$ cat config.mk
export PLATFORM = sky130hd
export DESIGN_NAME = slab_alloc_mc_flat
export DESIGN_NICKNAME = d
export VERILOG_FILES = /design/src/rtl/slab_alloc_mc_if.sv /design/src/rtl/slab_alloc_mc.sv /design/src/flat_wrapper.sv
export SDC_FILE = /design/constraint.sdc
export NUM_CORES = 1
export LEC_CHECK = 0
export ABC_AREA = 1
export CORE_ASPECT_RATIO = 2
export CORE_UTILIZATION = 38
export DETAILED_ROUTE_END_ITERATION = 16
export GPL_ROUTABILITY_DRIVEN = 0
export PLACE_DENSITY = 0.83
export SYNTH_ARGS = -nofsm -noshare
export SYNTH_HDL_FRONTEND = slang
export SYNTH_SLANG_ARGS = --single-unit
export TNS_END_PERCENT = 30
$ cat constraint.sdc
create_clock -name clk -period 2.57 [get_ports clk]
set_input_delay 0.771 -clock clk [delete_from_list [all_inputs] [get_ports clk]]
set_output_delay 0.771 -clock clk [all_outputs]
set_load 0.02 [all_outputs]
$ cat src/rtl/slab_alloc_mc_if.sv
// Request/response bundle for the slab allocator: alloc channels and free channels.
interface slab_alloc_mc_if #(
  parameter int unsigned ADDR_W       = 32,
  parameter int unsigned NUM_ALLOC_CH = 2,
  parameter int unsigned NUM_FREE_CH  = 2
);
  logic [NUM_ALLOC_CH-1:0]        alloc_req_val;
  logic [NUM_ALLOC_CH-1:0]        alloc_req_rdy;
  logic [NUM_ALLOC_CH-1:0]        alloc_resp_val;
  logic [NUM_ALLOC_CH-1:0]        alloc_resp_error;
  logic [NUM_ALLOC_CH*ADDR_W-1:0] alloc_resp_addr;
  logic [NUM_ALLOC_CH-1:0]        alloc_resp_rdy;
  logic [NUM_FREE_CH-1:0]         free_req_val;
  logic [NUM_FREE_CH*ADDR_W-1:0]  free_req_addr;
  logic [NUM_FREE_CH-1:0]         free_req_rdy;

  modport master (
    output alloc_req_val, alloc_resp_rdy, free_req_val, free_req_addr,
    input  alloc_req_rdy, alloc_resp_val, alloc_resp_error, alloc_resp_addr, free_req_rdy
  );

  modport slave (
    input  alloc_req_val, alloc_resp_rdy, free_req_val, free_req_addr,
    output alloc_req_rdy, alloc_resp_val, alloc_resp_error, alloc_resp_addr, free_req_rdy
  );
endinterface

$ cat src/rtl/slab_alloc_mc.sv
// Multi-channel slab allocator: bitmap of fixed-size slabs, round-robin alloc and
// free arbitration, illegal frees reported instead of applied.
module slab_alloc_mc #(
  parameter int unsigned NUM_SLABS    = 16,
  parameter int unsigned SLAB_BYTES   = 64,
  parameter int unsigned BASE_ADDR    = 0,
  parameter int unsigned ADDR_W       = 32,
  parameter int unsigned NUM_ALLOC_CH = 2,
  parameter int unsigned NUM_FREE_CH  = 2,
  parameter int unsigned CNT_W        = $clog2(NUM_SLABS + 1),
  parameter int unsigned ERR_CH_W     = (NUM_FREE_CH > 1) ? $clog2(NUM_FREE_CH) : 1
) (
  input  logic                clk,
  input  logic                rst,
  slab_alloc_mc_if.slave      bus,
  output logic                free_err_val,
  output logic [1:0]          free_err_cause,
  output logic [ERR_CH_W-1:0] free_err_ch,
  output logic [CNT_W-1:0]    free_count
);
  localparam int unsigned ACH_W = (NUM_ALLOC_CH > 1) ? $clog2(NUM_ALLOC_CH) : 1;
  localparam int unsigned SHIFT = $clog2(SLAB_BYTES);
  localparam logic [ADDR_W-1:0] BASE  = ADDR_W'(BASE_ADDR);
  localparam logic [ADDR_W-1:0] MASK  = ADDR_W'(SLAB_BYTES - 1);
  localparam logic [ADDR_W-1:0] NSLAB = ADDR_W'(NUM_SLABS);

  logic [NUM_SLABS-1:0]    bitmap;
  logic [NUM_ALLOC_CH-1:0] a_elig;
  logic [ACH_W-1:0]        a_ptr, a_win;
  logic                    a_found;
  logic [ERR_CH_W-1:0]     f_ptr, f_win;
  logic                    f_found;
  logic                    s_found;
  logic [NUM_SLABS-1:0]    s_onehot;
  logic [ADDR_W-1:0]       s_addr;
  logic [ADDR_W-1:0]       f_addr, f_off, f_slot;
  logic                    f_borrow;
  logic [NUM_SLABS-1:0]    f_hit;
  logic                    f_mis, f_oor, f_dbl, f_bad, f_ok;
  logic [NUM_SLABS-1:0]    set_mask, clr_mask;

  // A channel with an unconsumed response cannot be granted again.
  assign a_elig = bus.alloc_req_val & ~bus.alloc_resp_val;

  // Round-robin: first eligible at or above the pointer, else wrap to lowest.
  always_comb begin
    a_found = 1'b0;
    a_win   = '0;
    for (int c = 0; c < int'(NUM_ALLOC_CH); c++)
      if (!a_found && a_elig[c] && (ACH_W'(c) >= a_ptr)) begin
        a_found = 1'b1;
        a_win   = ACH_W'(c);
      end
    for (int c = 0; c < int'(NUM_ALLOC_CH); c++)
      if (!a_found && a_elig[c]) begin
        a_found = 1'b1;
        a_win   = ACH_W'(c);
      end
  end

  always_comb begin
    bus.alloc_req_rdy = '0;
    for (int c = 0; c < int'(NUM_ALLOC_CH); c++)
      bus.alloc_req_rdy[c] = a_found && (a_win == ACH_W'(c));
  end

  always_comb begin
    f_found = 1'b0;
    f_win   = '0;
    for (int c = 0; c < int'(NUM_FREE_CH); c++)
      if (!f_found && bus.free_req_val[c] && (ERR_CH_W'(c) >= f_ptr)) begin
        f_found = 1'b1;
        f_win   = ERR_CH_W'(c);
      end
    for (int c = 0; c < int'(NUM_FREE_CH); c++)
      if (!f_found && bus.free_req_val[c]) begin
        f_found = 1'b1;
        f_win   = ERR_CH_W'(c);
      end
  end

  always_comb begin
    bus.free_req_rdy = '0;
    f_addr           = '0;
    for (int c = 0; c < int'(NUM_FREE_CH); c++) begin
      bus.free_req_rdy[c] = f_found && (f_win == ERR_CH_W'(c));
      if (f_found && (f_win == ERR_CH_W'(c)))
        f_addr = bus.free_req_addr[c*ADDR_W +: ADDR_W];
    end
  end

  // Lowest-index free slab, taken from the pre-free bitmap.
  always_comb begin
    s_found  = 1'b0;
    s_onehot = '0;
    s_addr   = '0;
    for (int s = 0; s < int'(NUM_SLABS); s++)
      if (!s_found && !bitmap[s]) begin
        s_found     = 1'b1;
        s_onehot[s] = 1'b1;
        s_addr      = BASE + (ADDR_W'(s) << SHIFT);
      end
  end

  // Free legality: misaligned beats out-of-range beats double-free.
  always_comb begin
    {f_borrow, f_off} = {1'b0, f_addr} - {1'b0, BASE};
    f_slot = f_off >> SHIFT;
    f_mis  = (f_off & MASK) != '0;
    f_oor  = f_borrow || (f_slot >= NSLAB);
    f_hit  = '0;
    for (int s = 0; s < int'(NUM_SLABS); s++)
      f_hit[s] = (f_slot == ADDR_W'(s));
    f_dbl  = (f_hit & bitmap) == '0;
    f_bad  = f_found && (f_mis || f_oor || f_dbl);
    f_ok   = f_found && !(f_mis || f_oor || f_dbl);
    clr_mask = f_ok ? f_hit : '0;
    set_mask = (a_found && s_found) ? s_onehot : '0;
  end

  always_ff @(posedge clk or negedge rst) begin
    if (!rst) begin
      bitmap               <= '0;
      free_count           <= CNT_W'(NUM_SLABS);
      a_ptr                <= '0;
      f_ptr                <= '0;
      bus.alloc_resp_val   <= '0;
      bus.alloc_resp_error <= '0;
      bus.alloc_resp_addr  <= '0;
      free_err_val         <= 1'b0;
      free_err_cause       <= 2'b00;
      free_err_ch          <= '0;
    end else begin
      bitmap     <= (bitmap | set_mask) & ~clr_mask;
      free_count <= free_count - CNT_W'(a_found && s_found) + CNT_W'(f_ok);
      if (a_found)
        a_ptr <= (a_win == ACH_W'(NUM_ALLOC_CH - 1)) ? '0 : a_win + ACH_W'(1);
      if (f_found)
        f_ptr <= (f_win == ERR_CH_W'(NUM_FREE_CH - 1)) ? '0 : f_win + ERR_CH_W'(1);
      for (int c = 0; c < int'(NUM_ALLOC_CH); c++) begin
        if (bus.alloc_req_rdy[c]) begin
          bus.alloc_resp_val[c]                  <= 1'b1;
          bus.alloc_resp_error[c]                <= !s_found;
          bus.alloc_resp_addr[c*ADDR_W +: ADDR_W] <= s_found ? s_addr : '0;
        end else if (bus.alloc_resp_val[c] && bus.alloc_resp_rdy[c]) begin
          bus.alloc_resp_val[c]                  <= 1'b0;
          bus.alloc_resp_error[c]                <= 1'b0;
          bus.alloc_resp_addr[c*ADDR_W +: ADDR_W] <= '0;
        end
      end
      free_err_val   <= f_bad;
      free_err_cause <= !f_bad ? 2'b00 : f_mis ? 2'b01 : f_oor ? 2'b10 : 2'b11;
      free_err_ch    <= f_bad ? f_win : '0;
    end
  end
endmodule

$ cat src/flat_wrapper.sv
// flat-port wrapper written by rule: the top's interface ports become plain ports
module slab_alloc_mc_flat 
#(
  parameter int unsigned NUM_SLABS    = 16,
  parameter int unsigned SLAB_BYTES   = 64,
  parameter int unsigned BASE_ADDR    = 0,
  parameter int unsigned ADDR_W       = 32,
  parameter int unsigned NUM_ALLOC_CH = 2,
  parameter int unsigned NUM_FREE_CH  = 2,
  parameter int unsigned CNT_W        = $clog2(NUM_SLABS + 1),
  parameter int unsigned ERR_CH_W     = (NUM_FREE_CH > 1) ? $clog2(NUM_FREE_CH) : 1
)
  (clk, rst, free_err_val, free_err_cause, free_err_ch, free_count, bus_alloc_req_val, bus_alloc_resp_rdy, bus_free_req_val, bus_free_req_addr, bus_alloc_req_rdy, bus_alloc_resp_val, bus_alloc_resp_error, bus_alloc_resp_addr, bus_free_req_rdy);
  slab_alloc_mc_if #(.ADDR_W(ADDR_W), .NUM_ALLOC_CH(NUM_ALLOC_CH), .NUM_FREE_CH(NUM_FREE_CH)) bus_i ();
  input  logic clk;
  input  logic rst;
  output logic free_err_val;
  output logic [1:0] free_err_cause;
  output logic [ERR_CH_W-1:0] free_err_ch;
  output logic [CNT_W-1:0] free_count;
  input wire logic [$bits(bus_i.alloc_req_val)-1:0] bus_alloc_req_val;
  input wire logic [$bits(bus_i.alloc_resp_rdy)-1:0] bus_alloc_resp_rdy;
  input wire logic [$bits(bus_i.free_req_val)-1:0] bus_free_req_val;
  input wire logic [$bits(bus_i.free_req_addr)-1:0] bus_free_req_addr;
  output wire logic [$bits(bus_i.alloc_req_rdy)-1:0] bus_alloc_req_rdy;
  output wire logic [$bits(bus_i.alloc_resp_val)-1:0] bus_alloc_resp_val;
  output wire logic [$bits(bus_i.alloc_resp_error)-1:0] bus_alloc_resp_error;
  output wire logic [$bits(bus_i.alloc_resp_addr)-1:0] bus_alloc_resp_addr;
  output wire logic [$bits(bus_i.free_req_rdy)-1:0] bus_free_req_rdy;
  assign bus_i.alloc_req_val = bus_alloc_req_val;
  assign bus_i.alloc_resp_rdy = bus_alloc_resp_rdy;
  assign bus_i.free_req_val = bus_free_req_val;
  assign bus_i.free_req_addr = bus_free_req_addr;
  assign bus_alloc_req_rdy = bus_i.alloc_req_rdy;
  assign bus_alloc_resp_val = bus_i.alloc_resp_val;
  assign bus_alloc_resp_error = bus_i.alloc_resp_error;
  assign bus_alloc_resp_addr = bus_i.alloc_resp_addr;
  assign bus_free_req_rdy = bus_i.free_req_rdy;
  slab_alloc_mc #(.NUM_SLABS(NUM_SLABS), .SLAB_BYTES(SLAB_BYTES), .BASE_ADDR(BASE_ADDR), .ADDR_W(ADDR_W), .NUM_ALLOC_CH(NUM_ALLOC_CH), .NUM_FREE_CH(NUM_FREE_CH), .CNT_W(CNT_W), .ERR_CH_W(ERR_CH_W)) u_core (.clk(clk), .rst(rst), .bus(bus_i), .free_err_val(free_err_val), .free_err_cause(free_err_cause), .free_err_ch(free_err_ch), .free_count(free_count));
endmodule
---- After elaboration in Yosys (flattened, before gate mapping) ----
Index checks and enable logic that the tools add are counted.
storage, ports and cells
  bits in latches ......................... 0
  memory bits (writable) .................. 0
  output and inout bits ................... 81
  bits of input ports ..................... 72
  flip-flop bits (word level) ............. 95
  memories kept ........................... 0
  bits in read-only memories .............. 0
cells by class
  add/subtract/negate cells ............... 4
  muxes and demuxes ....................... 81
  order comparisons ....................... 5
  multipliers ............................. 0
  shifts and indexed selects .............. 0
  div/mod/pow operators ................... 0
  equality and inequality tests ........... 15
  reductions and logical operators ........ 78
  bitwise operators ....................... 8
operators with widths
  operator                                              number
  equality test 26 x 4 -> 1 bit, second input constant  8
  2-to-1 mux 32 bit                                     6
  equality test 26 x 3 -> 1 bit, second input constant  4
  2-to-1 mux 10 bit                                     9
  2-to-1 mux 1 bit                                      55
  equality test 26 x 2 -> 1 bit, second input constant  2
  zero test 1 bit                                       37
  2-to-1 mux 9 bit                                      4
  logical AND 1 bit                                     34
  bitwise AND 16 bit                                    2
  zero test 32 bit                                      1
  2-to-1 mux 16 bit                                     2
  nonzero test 32 bit                                   1
  equality test 26 x 1 -> 1 bit, second input constant  1
  >= comparator 26 x 5 -> 1 bit, second input constant  1
  zero test 16 bit                                      1
  2-to-1 mux 8 bit                                      2
  inverter 16 bit                                       1
  OR 16 bit                                             1
  2-to-1 mux 7 bit                                      1
  adder 5 x 1 -> 5 bit                                  1
  subtractor 5 x 1 -> 5 bit                             1
  >= comparator 1 bit, first input constant             4
  2-to-1 mux 2 bit                                      2
  other kinds (6)                                       10

---- Logic depth before layout (Yosys ltp) ----
  depth in word-level cells ............... 49
  mapped depth ............................ 21

---- Least setup slack after synthesis ----
OpenSTA, ideal clock, no wires.
  kind .................................... input -> register
  from .................................... in bus_free_req_val[1]
  to ...................................... reg u_core.free_count[4]
  required time ........................... 2495 ps
  setup time .............................. 75 ps
  slack ................................... -537 ps
  data arrival time ....................... 3032 ps
  stages on the path ...................... 19
  cell sequence ........................... buf_4 nand2_2 and2_4 o21ai_2 nand2_4 nor2_1 nand4_1 nand2_1 nor2_1 nand2_1 inv_2 nand2_4 nand2_1 nor2_1 ha_1 inv_1 fa_1 o21ai_0 xor2_1
between the ends
  cells in the longest elaborated chain, start to end .. 20
RTL lines
  what                                                                                   RTL line              RTL
  start: declaration                                                                     flat_wrapper.sv:23    input wire logic [$bits(bus_i.free_req_val)-1:0] bus_free_req_val;
  logical AND 1 bit (2 in a row)                                                         slab_alloc_mc.sv:71   if (!f_found && bus.free_req_val[c] && (ERR_CH_W'(c) >= f_ptr)) begin
  2-to-1 mux 1 bit                                                                       slab_alloc_mc.sv:71
  zero test 1 bit                                                                        slab_alloc_mc.sv:76   if (!f_found && bus.free_req_val[c]) begin
  logical AND 1 bit                                                                      slab_alloc_mc.sv:76
  2-to-1 mux 1 bit                                                                       slab_alloc_mc.sv:76
  zero test 1 bit                                                                        slab_alloc_mc.sv:76
  logical AND 1 bit                                                                      slab_alloc_mc.sv:76
  2-to-1 mux 1 bit                                                                       slab_alloc_mc.sv:76
  inverter 1 bit                                                                         n/a
  logical AND 1 bit (*)                                                                  n/a
  net bus_free_req_rdy[0]                                                                flat_wrapper.sv:29    output wire logic [$bits(bus_i.free_req_rdy)-1:0] bus_free_req_rdy;
  2-to-1 mux 32 bit (*) (2 in a row)                                                     slab_alloc_mc.sv:87   if (f_found && (f_win == ERR_CH_W'(c)))
  parallel branches: the longest is 3 deep, another holds >= comparator 26 x 5 -> 1 bit  n/a
  logical OR 1 bit (*)                                                                   slab_alloc_mc.sv:116  f_ok = f_found && !(f_mis || f_oor || f_dbl);
  zero test 1 bit (*)                                                                    slab_alloc_mc.sv:116
  logical AND 1 bit (*)                                                                  slab_alloc_mc.sv:116
  adder 5 x 1 -> 5 bit (*)                                                               slab_alloc_mc.sv:135  free_count <= free_count - CNT_W'(a_found && s_found) + CNT_W'(f_ok);
  end signal: assignment                                                                 slab_alloc_mc.sv:124  free_count <= CNT_W'(NUM_SLABS);
  end signal: assignment                                                                 slab_alloc_mc.sv:135
  end: declaration                                                                       slab_alloc_mc.sv:19   output logic [CNT_W-1:0] free_count
Mark *: on every way through the listed nets, which the timed path passes.
A chain may end at the register's enable or synchronous reset.

---- Worst setup path in the final report ----
  from .................................... in bus_free_req_addr[20]
  to ...................................... reg u_core.free_count[4]
between the ends
  cells in the longest elaborated chain, start to end .. 9
RTL lines
  what                                                                                   RTL line              RTL
  start: declaration                                                                     flat_wrapper.sv:24    input wire logic [$bits(bus_i.free_req_addr)-1:0] bus_free_req_addr;
  2-to-1 mux 32 bit (*) (2 in a row)                                                     slab_alloc_mc.sv:87
  parallel branches: the longest is 3 deep, another holds >= comparator 26 x 5 -> 1 bit  n/a
  logical OR 1 bit (*)                                                                   slab_alloc_mc.sv:116
  zero test 1 bit (*)                                                                    slab_alloc_mc.sv:116
  logical AND 1 bit (*)                                                                  slab_alloc_mc.sv:116
  adder 5 x 1 -> 5 bit (*)                                                               slab_alloc_mc.sv:135
Every way passes the cells marked *.

==> flow_metrics.tcl <==
set metrics [dict create \
    pin_count 153 \
    synthDistinctLibCells 48 \
    vias 3430 \
    grt_pass1_vias 3398 \
    synth_top_area_share_pct 29.8 \
    rsz0062_at_grt "true" \
    final_area_um2 4700 \
    finalNetCount 665 \
    routed_wl_um 9000 \
    synth-edff-count 0 \
    clock.fmax_mhz 347 \
    layout_common_cells "nand2_1 (62), conb_1 (56), inv_1 (50)" \
    leakagePower_nw 2.39 \
    cp-startpoint "bus_free_req_addr[20]" \
    ys_seq_area_share_pct 30.6 \
    dr.pass1.iters 4 \
    grt_start_max_net_pins 26 \
    clk_pin_slew_ps 60 \
    cp.required_ps 2780 \
    ys_ff_latch 39 \
    rr_startpoint "u_core.bitmap[3]" \
    grt_pass1_wl_um 14600 \
    numCtsBuffers 5 \
    cts-htree-levels 2 \
    ys_async_sr_fraction_pct 100 \
    run_status "finished with violations" \
    drv_slew 0 \
    floorplan.rows 47 \
    start_kind "primary input" \
    peakVddDrop_mv 0.310 \
    dp.cells 668 \
    clkSinkCount 39 \
    avgRoutedWirePerCell_um 13.1 \
    setup_tns_ps -873 \
    tritoncts "yes" \
    drive_gt1_share_pct 33.5 \
    crit_fanout 5 \
    dieWidth_um 66.8 \
    start_util_pct 38.7 \
    syn_inst 443 \
    syn2layout_area_growth_pct 47.3 \
    finalPower_mw 3.20 \
    route.met3.wl_um 626 \
    post-place-ws_ps -1050 \
    overflow 0 \
    setup_ws_ps -315 \
    r2r-end "u_core.free_count[4]" \
    top_layer "met4" \
    yosysTopAreaCell "dfrtp_1" \
    fin_skew_ps 5.30 \
    crit_path_end_kind "register" \
    drc 0 \
    violations "negative setup slack" \
    place_hpwl_um 6980 \
    yosys-top-cells-area "dfrtp_1 (30%), buf_4 (13%), nand2_1 (9.1%), inv_1 (6.4%), nor2_1 (6.2%)" \
    finalHoldViolations 0 \
    criticalPathCategory "primary input to register" \
    arrival_ps 3100 \
    dieArea_um2 8790 \
    syn_area_per_cell_um2 7.20 \
    reg2regPathDepth 18 \
    tightest_slew_ps 570 \
    min-delay-path-class "primary input to async pin" \
    cts-root-buf "clkbuf_16" \
    antenna_cells 0 \
    grt_antenna_before_repair 0 \
    finalSetupViolCount 3 \
    setup.worst_path.end "u_core.free_count[4]" \
    insertion_delay_ps 290 \
    finalNonFillerCells 686 \
    synth_warnings 0 \
    clockBufferDepth 2 \
    routed_via_density 5.00 \
    antenna_left 0 \
    finalCritPeriodShare_pct 112 \
    grt_usage_pct 21.5 \
    drt_iter0_drc 167 \
    core_um2 8230 \
    final_common_cell "nand2_1" \
    met2_length_um 5130 \
    power_density_nw_per_um2 682 \
    io_buffers 96 \
    slew_headroom_pct 62.0 \
    dieHeight_um 132 \
    syn_area_um2 3190 \
    drv_cap 0 \
    wl_met1_um 2700 \
    layout_min_cycle_time_ps 2880 \
    placed_cell_area_um2 4360 \
    synth_ff_type "dfrtp_1" \
    r2r_setup_slack_ps -180 \
]
cells in the mapped netlist (2+ instances only):
| master | number |
|---|---|
| nor2_2 | 3 |
| buf_4 | 57 |
| nand4_1 | 23 |
| nand3_2 | 3 |
| or2_2 | 2 |
| nor3_1 | 15 |
| a32o_1 | 2 |
| o21bai_1 | 2 |
| nor2_1 | 53 |
| nand3_1 | 26 |
| nand2_1 | 77 |
| xnor2_1 | 2 |
| nand2_2 | 6 |
| ha_1 | 5 |
| o21ai_0 | 22 |
| nor2_4 | 2 |
| inv_1 | 54 |
| o21ai_2 | 2 |
| a21oi_1 | 6 |
| dfrtp_1 | 38 |
| or3_1 | 2 |
| a31o_2 | 3 |
| nand2_4 | 5 |
| inv_2 | 8 |
| xor2_1 | 2 |
stage by stage:
stage / utilization, % / hold WS [ps]
after detailed placement: 52.9 / 474
after global routing: 57.1 / 504
final: 57.1 / 475
after CTS: 55.8 / 486
after global placement: 52.9 / 468
after floorplan: - / 475
state kept, by name (all words and copies together), names as in the netlist:
register	count
u_core.a_ptr	1
u_core.bitmap	16
u_core.bus.alloc_resp_addr	8
u_core.bus.alloc_resp_error	2
u_core.bus.alloc_resp_val	2
u_core.f_ptr	1
u_core.free_count	5
u_core.free_err_cause	2
u_core.free_err_ch	1
u_core.free_err_val	1
repair_timing:
action	4_1_cts	5_1_grt
hold buffers	0	0
gates cloned	1	0
buffers inserted	6	3
gates resized for setup	206	44
pin swaps	94	46
endpoints found under the setup margin	25	9
logic make-up (layout without fill, tap and decap cells):
family	Yosys count	count (layout)	synth area share (%)
AND/OR/NAND/NOR	224	224	34.8
buffers and inverters	125	215	22.2
AO/OA/AOI/OAI	44	44	8.59
flip-flops	39	39	30.6
adder cells (fa/ha/maj)	6	6	2.59
XOR/XNOR	4	4	1.10
other	1	56	0.118
where the power goes:
part | switching, mW | internal [mW]
combinational | 0.944 | 0.746
sequential | 0.119 | 0.785
clock | 0.252 | 0.357
total | 1.31 | 1.89
layout make-up:
cell class / instances / area [um2]
clock inverter: 3 / 20.0
multi-input combinational: 334 / 2010
timing repair inverter: 1 / 8.76
timing repair buffer: 143 / 1190
fill: 756 / 3530
clock buffer: 5 / 125
sequential: 39 / 977
tap: 98 / 123
inverter: 63 / 246
worst max-delay path: stages:
cell and delay (ps):
buf_6 100, nor2_4 90, nand2_2 70, o21ai_4 270
nand2_4 160, nor2_4 150, nand4_1 140, nand2_1 110
nor2_1 50, nand2_1 70, inv_2 40, nand2_4 60
nand2_4 60, nor2_4 100, ha_2 180, inv_2 40
fa_2 360, o21ai_2 140, xor2_1 170
how the worst min path moves through the flow:
stage	end	slack (ps)	cells past startpoint
2_1_floorplan	u_core.a_ptr	480	0
4_1_cts	u_core.free_count[2]	490	1
3_3_place_gp	u_core.bus.alloc_resp_addr[7]	470	2
5_1_grt	u_core.bus.alloc_resp_addr[8]	500	2
6_report	u_core.free_count[2]	470	1
3_5_place_dp	u_core.bus.alloc_resp_error[0]	470	2
metal layers:
metal / vias to the layer above / GRT usage [%]
li1: 1620 / -
met1: 1559 / 19.0
met2: 206 / 38.8
met3: 45 / 4.51
met4: 0 / 17.6
met5: - / 0
Power figures use the tool's default switching activity.
==> patch 1, RTL diff (same settings) <==
`ADDR_W` is set to 32 in 3 places; all go to 40.
--- a/src/rtl/slab_alloc_mc_if.sv
+++ b/src/rtl/slab_alloc_mc_if.sv
@@ -1,5 +1,5 @@
 // Request/response bundle for the slab allocator: alloc channels and free channels.
 interface slab_alloc_mc_if #(
-  parameter int unsigned ADDR_W       = 32,
+  parameter int unsigned ADDR_W       = 40,
   parameter int unsigned NUM_ALLOC_CH = 2,
   parameter int unsigned NUM_FREE_CH  = 2
--- a/src/rtl/slab_alloc_mc.sv
+++ b/src/rtl/slab_alloc_mc.sv
@@ -5,5 +5,5 @@
   parameter int unsigned SLAB_BYTES   = 64,
   parameter int unsigned BASE_ADDR    = 0,
-  parameter int unsigned ADDR_W       = 32,
+  parameter int unsigned ADDR_W       = 40,
   parameter int unsigned NUM_ALLOC_CH = 2,
   parameter int unsigned NUM_FREE_CH  = 2,
--- a/src/flat_wrapper.sv
+++ b/src/flat_wrapper.sv
@@ -5,5 +5,5 @@
   parameter int unsigned SLAB_BYTES   = 64,
   parameter int unsigned BASE_ADDR    = 0,
-  parameter int unsigned ADDR_W       = 32,
+  parameter int unsigned ADDR_W       = 40,
   parameter int unsigned NUM_ALLOC_CH = 2,
   parameter int unsigned NUM_FREE_CH  = 2,
Interface: changed (resized bus_alloc_resp_addr and bus_free_req_addr); port bits go from 153 to 185. No check against the original RTL was run, so the function may have changed too.
==> patch 1 against the unedited design <==
The run still ends with setup timing left. Power rose by 7.7%. Combinational power rose by 9%. Setup slack got worse by 340 ps. Core utilization rose by 6.3 points. Routed wire length rose by 58%. Area after synthesis rose by 12%. Critical path depth rose by 1. Largest power group unchanged. Worst hold slack improved by 16 ps. First-iteration DRC count rose by 140%. Sequential cell count did not move. Final area rose by 21%.
==> patch 1: results (changes against the unedited design) <==
crit path DAT=3440 ps (+340 ps); footprint of the multi-input gates=2450 sq um (+22%); TNS Setup=-4500 ps (-3630 ps); Final Skew=6.57 ps (+1.27 ps); worst IR drop on VDD=0.374 mV (+20%); min-delay worst type=reg2reg; initial drt markers=408 (+140%); status=finished with violations; syn avg cell area=6.75 sq um (-6.2%); final WL=14.3 mm (+58%); final net count=811 (+22%); violated checks=setup timing; Leak=2.86 nW (+20%); Placement Cell Area=4840 sq um (+11%); DPL Wire Length=8.62 mm (+24%); Total GRT Usage=28.8% (+7.2 points); largest net degree at the start of global routing=40 (+54%); Max FO, Critical Path=8 (+3); setup ws final=-659 ps (-344 ps); total via count in the routed design=4374 (+28%); dpl cells=780 (+17%); ratio of cells with drive above 1 in the final layout=33.4% (-0.077 points); setup violators final=24 (+21); Distinct cells, synth=43 (-10%); PortBufs=112 (+17%); Synth top cells by count=nand2_1, nor2_1, buf_4
-- patch 1: metrics by stage --
stage	hold WS (ps)	total power, mW
finish	491	3.45
global route	514	3.64
CTS	490	3.35
detailed placement	475	2.44
global placement	467	2.38
floorplan	475	1.80
-- patch 1: kinds of logic after synthesis --
logic type / count (synthesis) / synth area share, %
AO/OA/AOI/OAI: 50 / 8.72
XOR/XNOR: 4 / 0.985
adder cells (fa/ha/maj): 6 / 2.32
buffers and inverters: 157 / 25.5
flip-flops: 39 / 27.5
other: 1 / 0.105
AND/OR/NAND/NOR: 270 / 34.9
-- patch 1: worst min-delay path, stage by stage (launching register included) --
cell and delay (ps):
dfrtp_1 340, nand2_1 50, o21ai_0 60
-- patch 1: routing by layer --
metal / vias to the layer above / global-route usage, % / part of all wire [%]
li1: 1900 / - / -
met1: 2003 / 26.7 / 30
met2: 345 / 53.1 / 54
met3: 126 / 5.81 / 7.6
met4: 0 / 21.7 / 8.5
met5: - / 0 / 0
-- patch 1: worst paths after layout --
kind | end | depth (start not counted) | slack (ps) | from
worst max-delay path | u_core.free_count[4] | 20 | -660 | bus_free_req_addr[23]
worst min-delay path | u_core.bus.alloc_resp_addr[7] | 2 | 490 | u_core.bus.alloc_resp_addr[7]
worst max register to register | u_core.free_count[4] | 21 | -520 | u_core.f_ptr
worst min register to register | u_core.bus.alloc_resp_addr[7] | 2 | 490 | u_core.bus.alloc_resp_addr[7]
max in group asynchronous | u_core.bus.alloc_resp_addr[47] | 1 | 1390 | rst
min in group asynchronous | u_core.free_err_ch | 1 | 610 | rst
-- patch 1: power breakdown --
part           switching [mW]  internal [mW]
Combinational            1.05          0.793
Clock                   0.252          0.483
Sequential              0.104          0.773
Total                    1.40           2.05
-- patch 1: final cells by class --
class                      count  share of cell area [%]
clock buffer                   6                    2.43
antenna                        1                  0.0439
tap                          102                    2.24
timing repair buffer         191                    29.5
sequential                    39                    17.1
multi-input combinational    404                    42.9
clock inverter                 2                   0.614
inverter                      76                    5.13
-- patch 1: timing repair --
action,4_1_cts,5_1_grt
buffers inserted,22,7
setup endpoints to repair,31,32
gates resized for setup,228,44
pin swaps,102,28
gates cloned,3,0
==> patch 2, RTL diff (config.mk and constraints unchanged) <==
Without the edit above. Register the output `free_count` once more; this adds one clock of latency there. The other outputs are not delayed to match.
--- a/src/rtl/slab_alloc_mc.sv
+++ b/src/rtl/slab_alloc_mc.sv
@@ -24,4 +24,6 @@
   localparam logic [ADDR_W-1:0] MASK  = ADDR_W'(SLAB_BYTES - 1);
   localparam logic [ADDR_W-1:0] NSLAB = ADDR_W'(NUM_SLABS);
+
+  logic [CNT_W-1:0] free_count_s0;
 
   logic [NUM_SLABS-1:0]    bitmap;
@@ -122,5 +124,5 @@
     if (!rst) begin
       bitmap               <= '0;
-      free_count           <= CNT_W'(NUM_SLABS);
+      free_count_s0        <= CNT_W'(NUM_SLABS);
       a_ptr                <= '0;
       f_ptr                <= '0;
@@ -133,5 +135,5 @@
     end else begin
       bitmap     <= (bitmap | set_mask) & ~clr_mask;
-      free_count <= free_count - CNT_W'(a_found && s_found) + CNT_W'(f_ok);
+      free_count_s0 <= free_count_s0 - CNT_W'(a_found && s_found) + CNT_W'(f_ok);
       if (a_found)
         a_ptr <= (a_win == ACH_W'(NUM_ALLOC_CH - 1)) ? '0 : a_win + ACH_W'(1);
@@ -154,4 +156,8 @@
     end
   end
+  always_ff @(posedge clk) begin
+    free_count <= free_count_s0;
+  end
+
 endmodule
 
Function: changed (a bounded check fails within 4 cycles, from zero or initial values and one cycle with rst low).
==> patch 2 against the unedited design <==
The flow still finishes with violations (setup timing). Global-route usage is 4.3 points higher. Final area up 14%. Via count up 11%. Non-clock buffer count increased by 27. Register-to-register slack got worse by 210 ps. Routed wire length up 28%. Clock skew is 0.76 ps lower. Combinational power fell by 9%. Sequential cell count is 5 higher. Power shrank 0.75%. Area after synthesis rose by 4.2%. Setup slack lost 170 ps. Largest power group unchanged.
==> patch 2: results (changes against the unedited design) <==
WL/cell=15.6 um (+19%); Total GRT Usage=25.9% (+4.3 points); sequential area share after synthesis=32.4% (+1.8 points); setup ws final=-483 ps (-169 ps); TNS Setup=-1470 ps (-596 ps); R2R Path Start=u_core.bitmap[0]; biggest regs=u_core.bitmap (16), u_core.bus.alloc_resp_addr (8); footprint of the multi-input gates=2220 sq um (+10%); Cells after Synth=471 (+6.3%); largest net degree at the start of global routing=40 (+54%); Leak=2.80 nW (+17%); clk cell area share=3.07% (-0.016 points); min-delay worst type=reg2reg; vias in the first global route=3829 (+13%); Seq cells post-synth=44 (+13%); Non-CTS inverters=69 (+7.8%); dpl cells=703 (+5.2%); setup violators final=5 (+2); drt first pass iters=11 (+7); Final Skew=4.55 ps (-0.755 ps); worst setup path startpoint=bus_free_req_addr[53]; share of total power in combinational logic=48.1% (-4.7 points); final net count=717 (+7.8%); Placement Cell Area=4540 sq um (+4.1%); synth top area cells=dfrtp_1, buf_4, nand2_1; final WL=11.5 mm (+28%); clock buf count=6 (+1); violated checks=setup timing; status=finished with violations; Slew headroom=40.0% (-22 points); sw power=1.21 mW (-8.1%)
-- patch 2: changes by cell type after synthesis, moves of 5 or more --
cell     unedited run  this run
o21ai_1             1         7
dfxtp_1             0         5
o21ai_0            22        12
inv_2               8         0
nand2_4             5         0
inv_1              54        67
nand3_1            26        40
nand2_1            77        84
-- patch 2: metrics by stage --
stage	hold slack [ps]	total power, mW	worst slack [ps]
after floorplan	347	1.74	-410
after global placement	361	2.18	-1050
after detailed placement	373	2.22	-1240
after CTS	388	3.05	-461
after global routing	397	3.36	-601
final	398	3.18	-483
-- patch 2: metal layers --
| layer | part of all wire, % | vias to the layer above | global-route usage, % |
|---|---|---|---|
| met5 | 0 | - | 0 |
| met4 | 8.7 | 0 | 17.6 |
| met3 | 6.5 | 85 | 4.25 |
| met2 | 55 | 259 | 47.2 |
| met1 | 30 | 1736 | 24.6 |
| li1 | - | 1737 | - |
